--- src/rtl/axi_line_read_pkg.sv ---
// Shared types, AXI constants and line-geometry helpers for the line read master.
package axi_line_read_pkg;

  typedef enum logic [1:0] {IDLE, ADDR, DATA, NEXT} state_e;

  localparam logic [1:0] ARBURST_INCR = 2'b01;
  localparam logic [1:0] RESP_OKAY    = 2'b00;

  // Pixels are 32 bits, so a line is H_DISP*32 bits wide.
  function automatic int beats_per_line(input int h_disp, input int dw);
    return h_disp * 32 / dw;
  endfunction

  function automatic int bursts_per_line(input int h_disp, input int dw, input int bl);
    return beats_per_line(h_disp, dw) / bl;
  endfunction

  function automatic int burst_bytes(input int bl, input int dw);
    return bl * dw / 8;
  endfunction

  function automatic int line_stride(input int h_disp);
    return h_disp * 4;
  endfunction

  function automatic int arsize(input int dw);
    return $clog2(dw / 8);
  endfunction

endpackage

--- src/rtl/axi_line_read_master_line_addr_counter.sv ---
// Frame-buffer line pointer: advances per finished line, wraps at V_DISP,
// and restarts at the frame base on frame_sync (deferred while a line is in flight).
module line_addr_counter
  import axi_line_read_pkg::*;
#(
  parameter int                  AW        = 32,
  parameter int                  H_DISP    = 1920,
  parameter int                  V_DISP    = 1080,
  parameter logic [AW-1:0]       BASE_ADDR = '0
) (
  input  logic          M_AXI_ACLK,
  input  logic          M_AXI_ARESET,
  input  logic          frame_sync,
  input  logic          busy,
  input  logic          line_done,
  output logic [AW-1:0] line_addr
);

  localparam int IW = (V_DISP > 1) ? $clog2(V_DISP) : 1;

  logic [IW-1:0] line_idx;
  logic          sync_pend;

  always_ff @(posedge M_AXI_ACLK) begin
    if (M_AXI_ARESET) begin
      line_idx  <= '0;
      line_addr <= BASE_ADDR;
      sync_pend <= 1'b0;
    end else if (line_done) begin
      sync_pend <= 1'b0;
      // A sync arriving on the finishing cycle counts as pending.
      if (sync_pend || frame_sync || line_idx == IW'(V_DISP - 1)) begin
        line_idx  <= '0;
        line_addr <= BASE_ADDR;
      end else begin
        line_idx  <= line_idx + 1'b1;
        line_addr <= line_addr + AW'(line_stride(H_DISP));
      end
    end else if (frame_sync) begin
      if (busy) begin
        sync_pend <= 1'b1;
      end else begin
        line_idx  <= '0;
        line_addr <= BASE_ADDR;
      end
    end
  end

endmodule

--- src/rtl/axi_line_read_master.sv ---
// AXI4 read master: fetches one display line as a run of fixed-length INCR bursts
// per request and streams every returned beat into the line FIFO.
module axi_line_read_master
  import axi_line_read_pkg::*;
#(
  parameter int                          AXI4_DATA_WIDTH = 128,
  parameter int                          AXI_ADDR_WIDTH  = 32,
  parameter int                          H_DISP          = 1920,
  parameter int                          V_DISP          = 1080,
  parameter int                          BURST_LEN       = 16,
  parameter logic [AXI_ADDR_WIDTH-1:0]   FRAME_BASE_ADDR = '0
) (
  input  logic                          M_AXI_ACLK,
  input  logic                          M_AXI_ARESET,
  input  logic                          frame_sync,
  input  logic                          AXI_FULL_BURST_VALID,
  output logic                          AXI_FULL_BURST_READY,
  output logic [AXI_ADDR_WIDTH-1:0]     M_AXI_ARADDR,
  output logic [7:0]                    M_AXI_ARLEN,
  output logic [2:0]                    M_AXI_ARSIZE,
  output logic [1:0]                    M_AXI_ARBURST,
  output logic                          M_AXI_ARVALID,
  input  logic                          M_AXI_ARREADY,
  input  logic [AXI4_DATA_WIDTH-1:0]    M_AXI_RDATA,
  input  logic [1:0]                    M_AXI_RRESP,
  input  logic                          M_AXI_RLAST,
  input  logic                          M_AXI_RVALID,
  output logic                          M_AXI_RREADY,
  output logic                          fifo_wr_en,
  output logic [AXI4_DATA_WIDTH-1:0]    fifo_wr_data,
  input  logic                          fifo_prog_full,
  output logic                          line_busy,
  output logic                          rd_error
);

  localparam int AW     = AXI_ADDR_WIDTH;
  localparam int BEATS  = beats_per_line(H_DISP, AXI4_DATA_WIDTH);
  localparam int BURSTS = bursts_per_line(H_DISP, AXI4_DATA_WIDTH, BURST_LEN);
  localparam int BBYTES = burst_bytes(BURST_LEN, AXI4_DATA_WIDTH);

  if ((BEATS % BURST_LEN) != 0 || BURST_LEN > 256) begin : g_bad_cfg
    $error("axi_line_read_master: BEATS_PER_LINE must be a multiple of BURST_LEN <= 256");
  end

  state_e        state_q, state_n;
  logic [AW-1:0] burst_addr, line_addr;
  logic [15:0]   burst_cnt;
  logic [7:0]    beat_cnt;
  logic          accept, beat_ok, last_beat, line_done;

  assign accept    = AXI_FULL_BURST_VALID & AXI_FULL_BURST_READY;
  assign beat_ok   = M_AXI_RVALID & M_AXI_RREADY;
  assign last_beat = (beat_cnt == 8'(BURST_LEN - 1));
  assign line_done = (state_q == NEXT) && (burst_cnt >= 16'(BURSTS - 1));

  assign M_AXI_ARADDR  = burst_addr;
  assign M_AXI_ARLEN   = 8'(BURST_LEN - 1);
  assign M_AXI_ARSIZE  = 3'(arsize(AXI4_DATA_WIDTH));
  assign M_AXI_ARBURST = ARBURST_INCR;
  assign M_AXI_ARVALID = (state_q == ADDR);
  assign M_AXI_RREADY  = (state_q == DATA) & ~fifo_prog_full;

  always_ff @(posedge M_AXI_ACLK) begin
    if (M_AXI_ARESET) state_q <= IDLE;
    else              state_q <= state_n;
  end

  always_comb begin
    state_n = state_q;
    unique case (state_q)
      IDLE: if (accept) state_n = ADDR;
      ADDR: if (M_AXI_ARREADY) state_n = DATA;
      DATA: if (beat_ok && last_beat) state_n = NEXT;
      NEXT: state_n = line_done ? IDLE : ADDR;
      default: state_n = IDLE;
    endcase
  end

  always_ff @(posedge M_AXI_ACLK) begin
    if (M_AXI_ARESET) begin
      AXI_FULL_BURST_READY <= 1'b0;
      burst_addr           <= '0;
      burst_cnt            <= '0;
      beat_cnt             <= '0;
      line_busy            <= 1'b0;
      rd_error             <= 1'b0;
      fifo_wr_en           <= 1'b0;
      fifo_wr_data         <= '0;
    end else begin
      AXI_FULL_BURST_READY <= (state_n == IDLE);
      fifo_wr_en           <= beat_ok;
      if (beat_ok) fifo_wr_data <= M_AXI_RDATA;
      unique case (state_q)
        IDLE: if (accept) begin
          burst_addr <= line_addr;
          burst_cnt  <= '0;
          beat_cnt   <= '0;
          line_busy  <= 1'b1;
        end
        DATA: if (beat_ok) begin
          beat_cnt <= last_beat ? 8'd0 : beat_cnt + 8'd1;
          // RLAST must coincide exactly with the final counted beat.
          if (M_AXI_RRESP != RESP_OKAY || M_AXI_RLAST != last_beat) rd_error <= 1'b1;
        end
        NEXT: if (line_done) begin
          line_busy <= 1'b0;
        end else begin
          burst_addr <= burst_addr + AW'(BBYTES);
          burst_cnt  <= burst_cnt + 16'd1;
        end
        default: ;
      endcase
    end
  end

  line_addr_counter #(
    .AW        (AW),
    .H_DISP    (H_DISP),
    .V_DISP    (V_DISP),
    .BASE_ADDR (FRAME_BASE_ADDR)
  ) u_line_addr (
    .M_AXI_ACLK   (M_AXI_ACLK),
    .M_AXI_ARESET (M_AXI_ARESET),
    .frame_sync   (frame_sync),
    .busy         (line_busy | accept),
    .line_done    (line_done),
    .line_addr    (line_addr)
  );

endmodule

--- config.mk ---
export PLATFORM = sky130hd
export DESIGN_NAME = axi_line_read_master
export DESIGN_NICKNAME = d
export VERILOG_FILES = /design/src/rtl/axi_line_read_pkg.sv /design/src/rtl/axi_line_read_master_line_addr_counter.sv /design/src/rtl/axi_line_read_master.sv
export SDC_FILE = /design/constraint.sdc
export NUM_CORES = 1
export LEC_CHECK = 0
export ABC_AREA = 1
export BUFFER_PORTS_ARGS = -buffer_cell sky130_fd_sc_hd__clkbuf_2
export CORE_ASPECT_RATIO = 0.6
export CORE_UTILIZATION = 55
export DETAILED_ROUTE_END_ITERATION = 10
export GPL_ROUTABILITY_DRIVEN = 0
export GPL_TIMING_DRIVEN = 0
export PLACE_DENSITY = 0.88
export SYNTH_ARGS = -nofsm -noshare
export SYNTH_HDL_FRONTEND = slang
export SYNTH_HIERARCHICAL = 1
export SYNTH_SLANG_ARGS = --single-unit
--- constraint.sdc ---
create_clock -name M_AXI_ACLK -period 3.89 [get_ports M_AXI_ACLK]
set_clock_uncertainty 0.05 [all_clocks]
set_input_delay 0.389 -clock M_AXI_ACLK [delete_from_list [all_inputs] [get_ports M_AXI_ACLK]]
set_output_delay 0.389 -clock M_AXI_ACLK [all_outputs]
set_load 0.01 [all_outputs]
==> flow_metrics.tcl, run 1 <==
set metrics [dict create \
    async_reset_ff_frac 0 \
    yosys.cell_types.count 42 \
    critical_path_class "register to register" \
    grt_pass1_wl_mm 50.1 \
    fp-row-count 37 \
    htreeDepth 1 \
    path_max_fanout 10 \
    multi_input_area_um2 4720 \
    cts_tree "built" \
    drtIter0Drc 1159 \
    initial_core_util 0.570 \
    route.detailed.drc 0 \
    critPathRequiredTime_ps 4250 \
    crit_arrival_ps 2780 \
    synthTopCellsByArea "dfxtp_1, nor2_1, nand2_1, o21ai_0, a21oi_1" \
    wl_per_cell_um 16.1 \
    grt_usage 0.336 \
    hpwl_mm 24.2 \
    root_buffer "clkbuf_16" \
    postCtsHoldBufs 0 \
    drt-pass1-iter-count 6 \
    setup_viol_count_final 0 \
    crit_buf_inv 4 \
    final_max_slew_viol_count 0 \
    first_global_vias 9865 \
    synth_top_area_share 0.454 \
    post-synth-top-count-cell "nor2_1" \
    whs_ps 84.2 \
    hold_viol_final 0 \
    nFillCells 1415 \
    layout-drive-gt1-share 0.249 \
    antenna_left 0 \
    path_clk_slew_ps 70 \
    crit_path_end_kind "register" \
    postCtsSetupBuffers 0 \
    cp_slowest_cell "dfxtp_1" \
    area_growth_pct 26.7 \
    die-area_um2 18600 \
    crit_chain "inv_1 > ha_1 > inv_1 > o21ai_1 > nand3_2 > nand2_2 > inv_1 > nor2_2 > buf_2 > nand2_1 > a21oi_1" \
    cpPeakStageDelay_ps 370 \
    cts_buffers 21 \
    hp-class "primary input to register" \
    final.setup.tns_ps 0 \
    finalCriticalPeriod_ps 2420 \
    core_um2 17400 \
    nNetsFinal 1901 \
    ys_top_cells_by_count "nor2_1, nand2_1, dfxtp_1" \
    ys_ff_latch 225 \
    die_h_um 106 \
    ys_warn_count 6 \
    ioPinCount 317 \
    routed_wl_mm 32.2 \
    worstSetupStartpointType "register" \
    fin_util 0.722 \
    cp_top_family "simple AND/OR/NAND/NOR gates" \
    finalCritPeriodShare 0.622 \
    maxCapViolations 0 \
    power_density_nw_per_um2 404 \
    ir_worst_vdd_uv 300 \
    clock-sinks 225 \
    antenna_found_initial 1 \
    synth_edf_count 0 \
    numPortBuffers 303 \
    timing.fmax_ghz 0.413 \
    synth_top_area_cell "dfxtp_1" \
    relSlewSlack 0.519 \
    regArea_um2 4500 \
    power_mw 5.07 \
    cts_buffer_depth 3 \
    tightest_slew_ps 722 \
    rsz0062_at_grt "no" \
    antenna_cells 0 \
    chipWidth_um 175 \
    clk_latency_ps 500 \
    outcome "completed" \
    cts_resized 0 \
    ys.flop_type "dfxtp_1" \
    overflow 0 \
    synth_area_um2 9920 \
    ys_seq_area_frac 0.454 \
    vias_per_cell 5.40 \
    synth_cells 1411 \
    synth_area_per_cell_um2 7.03 \
    grt_max_degree 17 \
    via_count 10800 \
    worst_path_most_repeated_cell "inv_1" \
    p_leak_nw 5.46 \
]
[final cells by class]
class                      instances  area share
multi-input combinational       1042       0.376
sequential                       225       0.358
timing repair buffer             303       0.121
clock buffer                      25      0.0438
buffer                            88      0.0382
tap                              234      0.0233
inverter                          75      0.0225
clock inverter                    12      0.0174
[routing by layer]
metal	routed length, µm	GRT usage	vias to the layer above
met5	13	0	-
met4	857	0.0963	2
met3	3720	0.0858	90
met2	14200	0.528	622
met1	13400	0.456	4965
li1	-	-	5152
[logic make-up (layout without fill, tap and decap cells)]
family / Yosys count / in the layout / synth area share
AOI/OAI and AO/OA: 253 / 253 / 0.132
xor gates and xnor gates: 8 / 8 / 0.00706
adders and majority gates: 7 / 7 / 0.00883
buffers and inverters: 163 / 503 / 0.0770
DFF: 225 / 225 / 0.454
other: 3 / 22 / 0.00114
and+or+nand+nor: 752 / 752 / 0.320
[power breakdown]
part	switching (mW)	leakage, nW	internal, mW
Sequential	0.0345	1.82	2.34
Combinational	0.230	3.27	0.152
Clock	0.902	0.370	1.41
Total	1.17	5.46	3.91
[state kept, by name, indices dropped and copies added, names as in the netlist]
name and cells:
AXI_FULL_BURST_READY 1, M_AXI_ARADDR 32, beat_cnt 8, burst_cnt 16, fifo_wr_data 128, fifo_wr_en 1, line_busy 1, rd_error 1
state_q 2, u_line_addr/line_addr 23, u_line_addr/line_idx 11, u_line_addr/sync_pend 1
[stage by stage]
stage | worst slack (ps) | cells | area, µm²
after floorplan | 2010 | 1430 | 9990
after global placement | 1590 | 1967 | 11800
after detailed placement | 1580 | 1967 | 11800
after CTS | 1530 | 2004 | 12600
after global routing | 1350 | 2004 | 12600
final | 1470 | 2004 | 12600
[cells in the final DEF, fill, tap and decap left out, types with 7 or more instances in the layout]
| cell | synthesis | routed |
|---|---|---|
| buf_2 | 21 | 21 |
| nor3_1 | 18 | 18 |
| inv_1 | 68 | 68 |
| conb_1 | 3 | 22 |
| nor2_1 | 388 | 388 |
| nand3_1 | 46 | 46 |
| nand2_1 | 236 | 236 |
| nand3b_1 | 7 | 7 |
| nor2_2 | 9 | 9 |
| ha_1 | 7 | 7 |
| o21ai_0 | 173 | 173 |
| nand2_2 | 12 | 12 |
| o21ai_1 | 7 | 7 |
| a21oi_1 | 59 | 59 |
| clkbuf_16 | 0 | 21 |
| clkbuf_1 | 36 | 39 |
| nand4_1 | 14 | 14 |
| dfxtp_1 | 225 | 225 |
| buf_4 | 29 | 29 |
| clkbuf_2 | 0 | 303 |
[worst min-delay path: cells and delay by family]
| kind | cells | cell delay (ps) |
|---|---|---|
| AOI/OAI and AO/OA | 1 | 70 |
| buffers and inverters | 1 | 70 |
| and+or+nand+nor | 1 | 70 |
[path summary, 6_finish.rpt]
check / from / end / slack, ps / depth (start not counted)
setup / recovery: burst_cnt[0] / u_line_addr/line_addr[12] / 1470 / 11
hold reg to reg: burst_cnt[11] / burst_cnt[11] / 390 / 2
hold / removal: M_AXI_RDATA[75] / fifo_wr_data[75] / 80 / 3
setup reg to reg: burst_cnt[0] / u_line_addr/line_addr[12] / 1470 / 11
(Power assumes the default switching activity.)
==> inputs of run 2 (changes only) <==
--- a/config.mk
+++ b/config.mk
@@ -8,11 +8,11 @@
 export ABC_AREA = 1
 export BUFFER_PORTS_ARGS = -buffer_cell sky130_fd_sc_hd__clkbuf_2
 export CORE_ASPECT_RATIO = 0.6
-export CORE_UTILIZATION = 55
+export CORE_UTILIZATION = 51
 export DETAILED_ROUTE_END_ITERATION = 10
 export GPL_ROUTABILITY_DRIVEN = 0
 export GPL_TIMING_DRIVEN = 0
-export PLACE_DENSITY = 0.88
+export PLACE_DENSITY = 0.83
 export SYNTH_ARGS = -nofsm -noshare
 export SYNTH_HDL_FRONTEND = slang
 export SYNTH_HIERARCHICAL = 1
==> constraint.sdc (replaced) <==
create_clock -name M_AXI_ACLK -period 2.3 [get_ports M_AXI_ACLK]
set_clock_uncertainty 0.05 [all_clocks]
set_input_delay 0.23 -clock M_AXI_ACLK [delete_from_list [all_inputs] [get_ports M_AXI_ACLK]]
set_output_delay 0.23 -clock M_AXI_ACLK [all_outputs]
set_load 0.01 [all_outputs]
==> flow_metrics.tcl, run 2 (same netlist as run 1, synthesis figures left out) <==
set metrics [dict create \
    htreeDepth 1 \
    layout_commonest_cell "nor2_1" \
    route.detailed.drc 0 \
    critPathRequiredTime_ps 2650 \
    chipWidth_um 182 \
    grt_pass1_wl_mm 55.0 \
    grt_use_met1 0.444 \
    tightest_slew_ps 710 \
    internal_power_mw 6.60 \
    numPortBuffers 303 \
    crit_arrival_ps 2540 \
    largest_reg_flops 128 \
    maxCapViolations 0 \
    timing.fmax_ghz 0.457 \
    place_ws_ps -130 \
    finalCriticalPeriod_ps 2190 \
    wl_per_cell_um 17.2 \
    initial_core_util 0.521 \
    path_max_fanout 10 \
    rsz0062_at_grt "no" \
    via_count 11700 \
    vias_per_cell 5.47 \
    final_max_slew_viol_count 0 \
    fp-row-count 39 \
    grt_max_degree 16 \
    nFillCells 1371 \
    nNetsFinal 2024 \
    core_um2 19000 \
    cpPeakStageDelay_ps 410 \
    ioPinCount 317 \
    cts_buffer_depth 3 \
    clk_latency_ps 500 \
    post-route-cell-area_um2 13800 \
    netSwitchingFraction 0.240 \
    busiest_layer "met2" \
    die-area_um2 20000 \
    placed_cell_area_um2 11800 \
    seqPwrFrac 0.462 \
    worstSetupStartpointType "register" \
    grt_util_met3 0.108 \
    final_cell_mix "nor2_1, clkbuf_2, nand2_1" \
    antenna_found_initial 2 \
    finalCritPeriodShare 0.952 \
    hpwl_mm 23.9 \
    cts_buffers 22 \
    antenna_cells 0 \
    cts_tree "built" \
    layout-drive-gt1-share 0.234 \
    area_growth_pct 39.4 \
    cp_slowest_cell "clkbuf_1" \
    routed_wl_mm 36.8 \
    path_clk_slew_ps 70 \
    power_density_nw_per_um2 628 \
    startpoint "state_q[0]" \
    hold_viol_final 0 \
    outcome "completed" \
    rr_startpoint "state_q[0]" \
    crit_buf_inv 3 \
    antenna_left 0 \
    ir_worst_vdd_uv 456 \
    crit_chain "inv_1 > nand2_1 > nor2_4 > nand2_4 > buf_2 > clkbuf_1 > o21ai_0 > nor2_1" \
    drtIter0Drc 1475 \
    clockPowerShare 0.439 \
    min_from "M_AXI_RDATA[18]" \
    root_buffer "clkbuf_16" \
    met2_usage 0.536 \
    setup_viol_count_final 0 \
    fin_util 0.726 \
    first_global_vias 10900 \
    grt_usage 0.345 \
    cp_top_family "buffers and inverters" \
    layout_setup_ws_ps 110 \
    overflow 0 \
    relSlewSlack 0.526 \
    clock-sinks 225 \
    hp-class "primary input to register" \
    crit_path_end_kind "register" \
    critical_path_class "register to register" \
    die_h_um 110 \
    drt-pass1-iter-count 6 \
    largest-register "fifo_wr_data" \
    p_comb_frac 0.099 \
    power_switching_mw 2.08 \
    p_leak_nw 5.99 \
]
## run 2: cell type report
class                      count  area [µm²]  share of cell area
clock buffer                  30         622              0.0450
clock inverter                10         133             0.00959
tap                          246         308              0.0223
multi-input combinational   1042        4750               0.344
timing repair buffer         425        2740               0.198
buffer                        88         488              0.0353
sequential                   225        4500               0.326
inverter                      75         283              0.0205
## run 2: what timing repair did
| item | in CTS | in global routing |
|---|---|---|
| hold buffers | 122 | 0 |
| pin swaps | 0 | 2 |
| gates cloned | 0 | 0 |
| gates resized for setup | 5 | 5 |
| setup buffers | 0 | 0 |
| endpoints found under the setup margin | 24 | 30 |
| hold endpoints to repair | 122 | 0 |
## run 2: layer usage
metal / part of all wire / vias to the layer above
li1: - / 5417
met1: 0.40 / 5310
met2: 0.44 / 798
met3: 0.12 / 189
met4: 0.044 / 4
met5: 0.00063 / -
## run 2: power by group through the flow
stage          sequential [mW]  clock, mW  combinational, mW
6_report                  4.02       3.81              0.857
5_1_grt                   4.02       3.98              0.918
4_1_cts                   4.01       3.81              0.808
3_5_place_dp              4.10          0              0.630
3_3_place_gp              4.10          0              0.620
2_1_floorplan             4.11          0              0.320
## run 2: worst reg2reg max path: stages (launching register included)
cell and delay, ps:
dfxtp_1 370, inv_1 100, nand2_1 190, nor2_4 90
nand2_4 110, buf_2 310, clkbuf_1 420, o21ai_0 220
nor2_1 230
## run 2: final timing paths
| check | to | slack, ps | cells past startpoint |
|---|---|---|---|
| min reg2reg | burst_cnt[15] | 400 | 2 |
| max reg2reg | fifo_wr_data[90] | 110 | 8 |
| max | fifo_wr_data[90] | 110 | 8 |
| min | fifo_wr_data[18] | 1 | 3 |
## run 2: per-stage QoR
step	std cells	TNS, ps	hold WS, ps	power, mW
5_1_grt	2141	0	12.0	8.92
3_3_place_gp	1979	-1210	376	4.72
3_5_place_dp	1979	-2000	382	4.73
4_1_cts	2141	0	0.205	8.63
2_1_floorplan	1430	0	344	4.43
6_report	2141	0	1.32	8.68
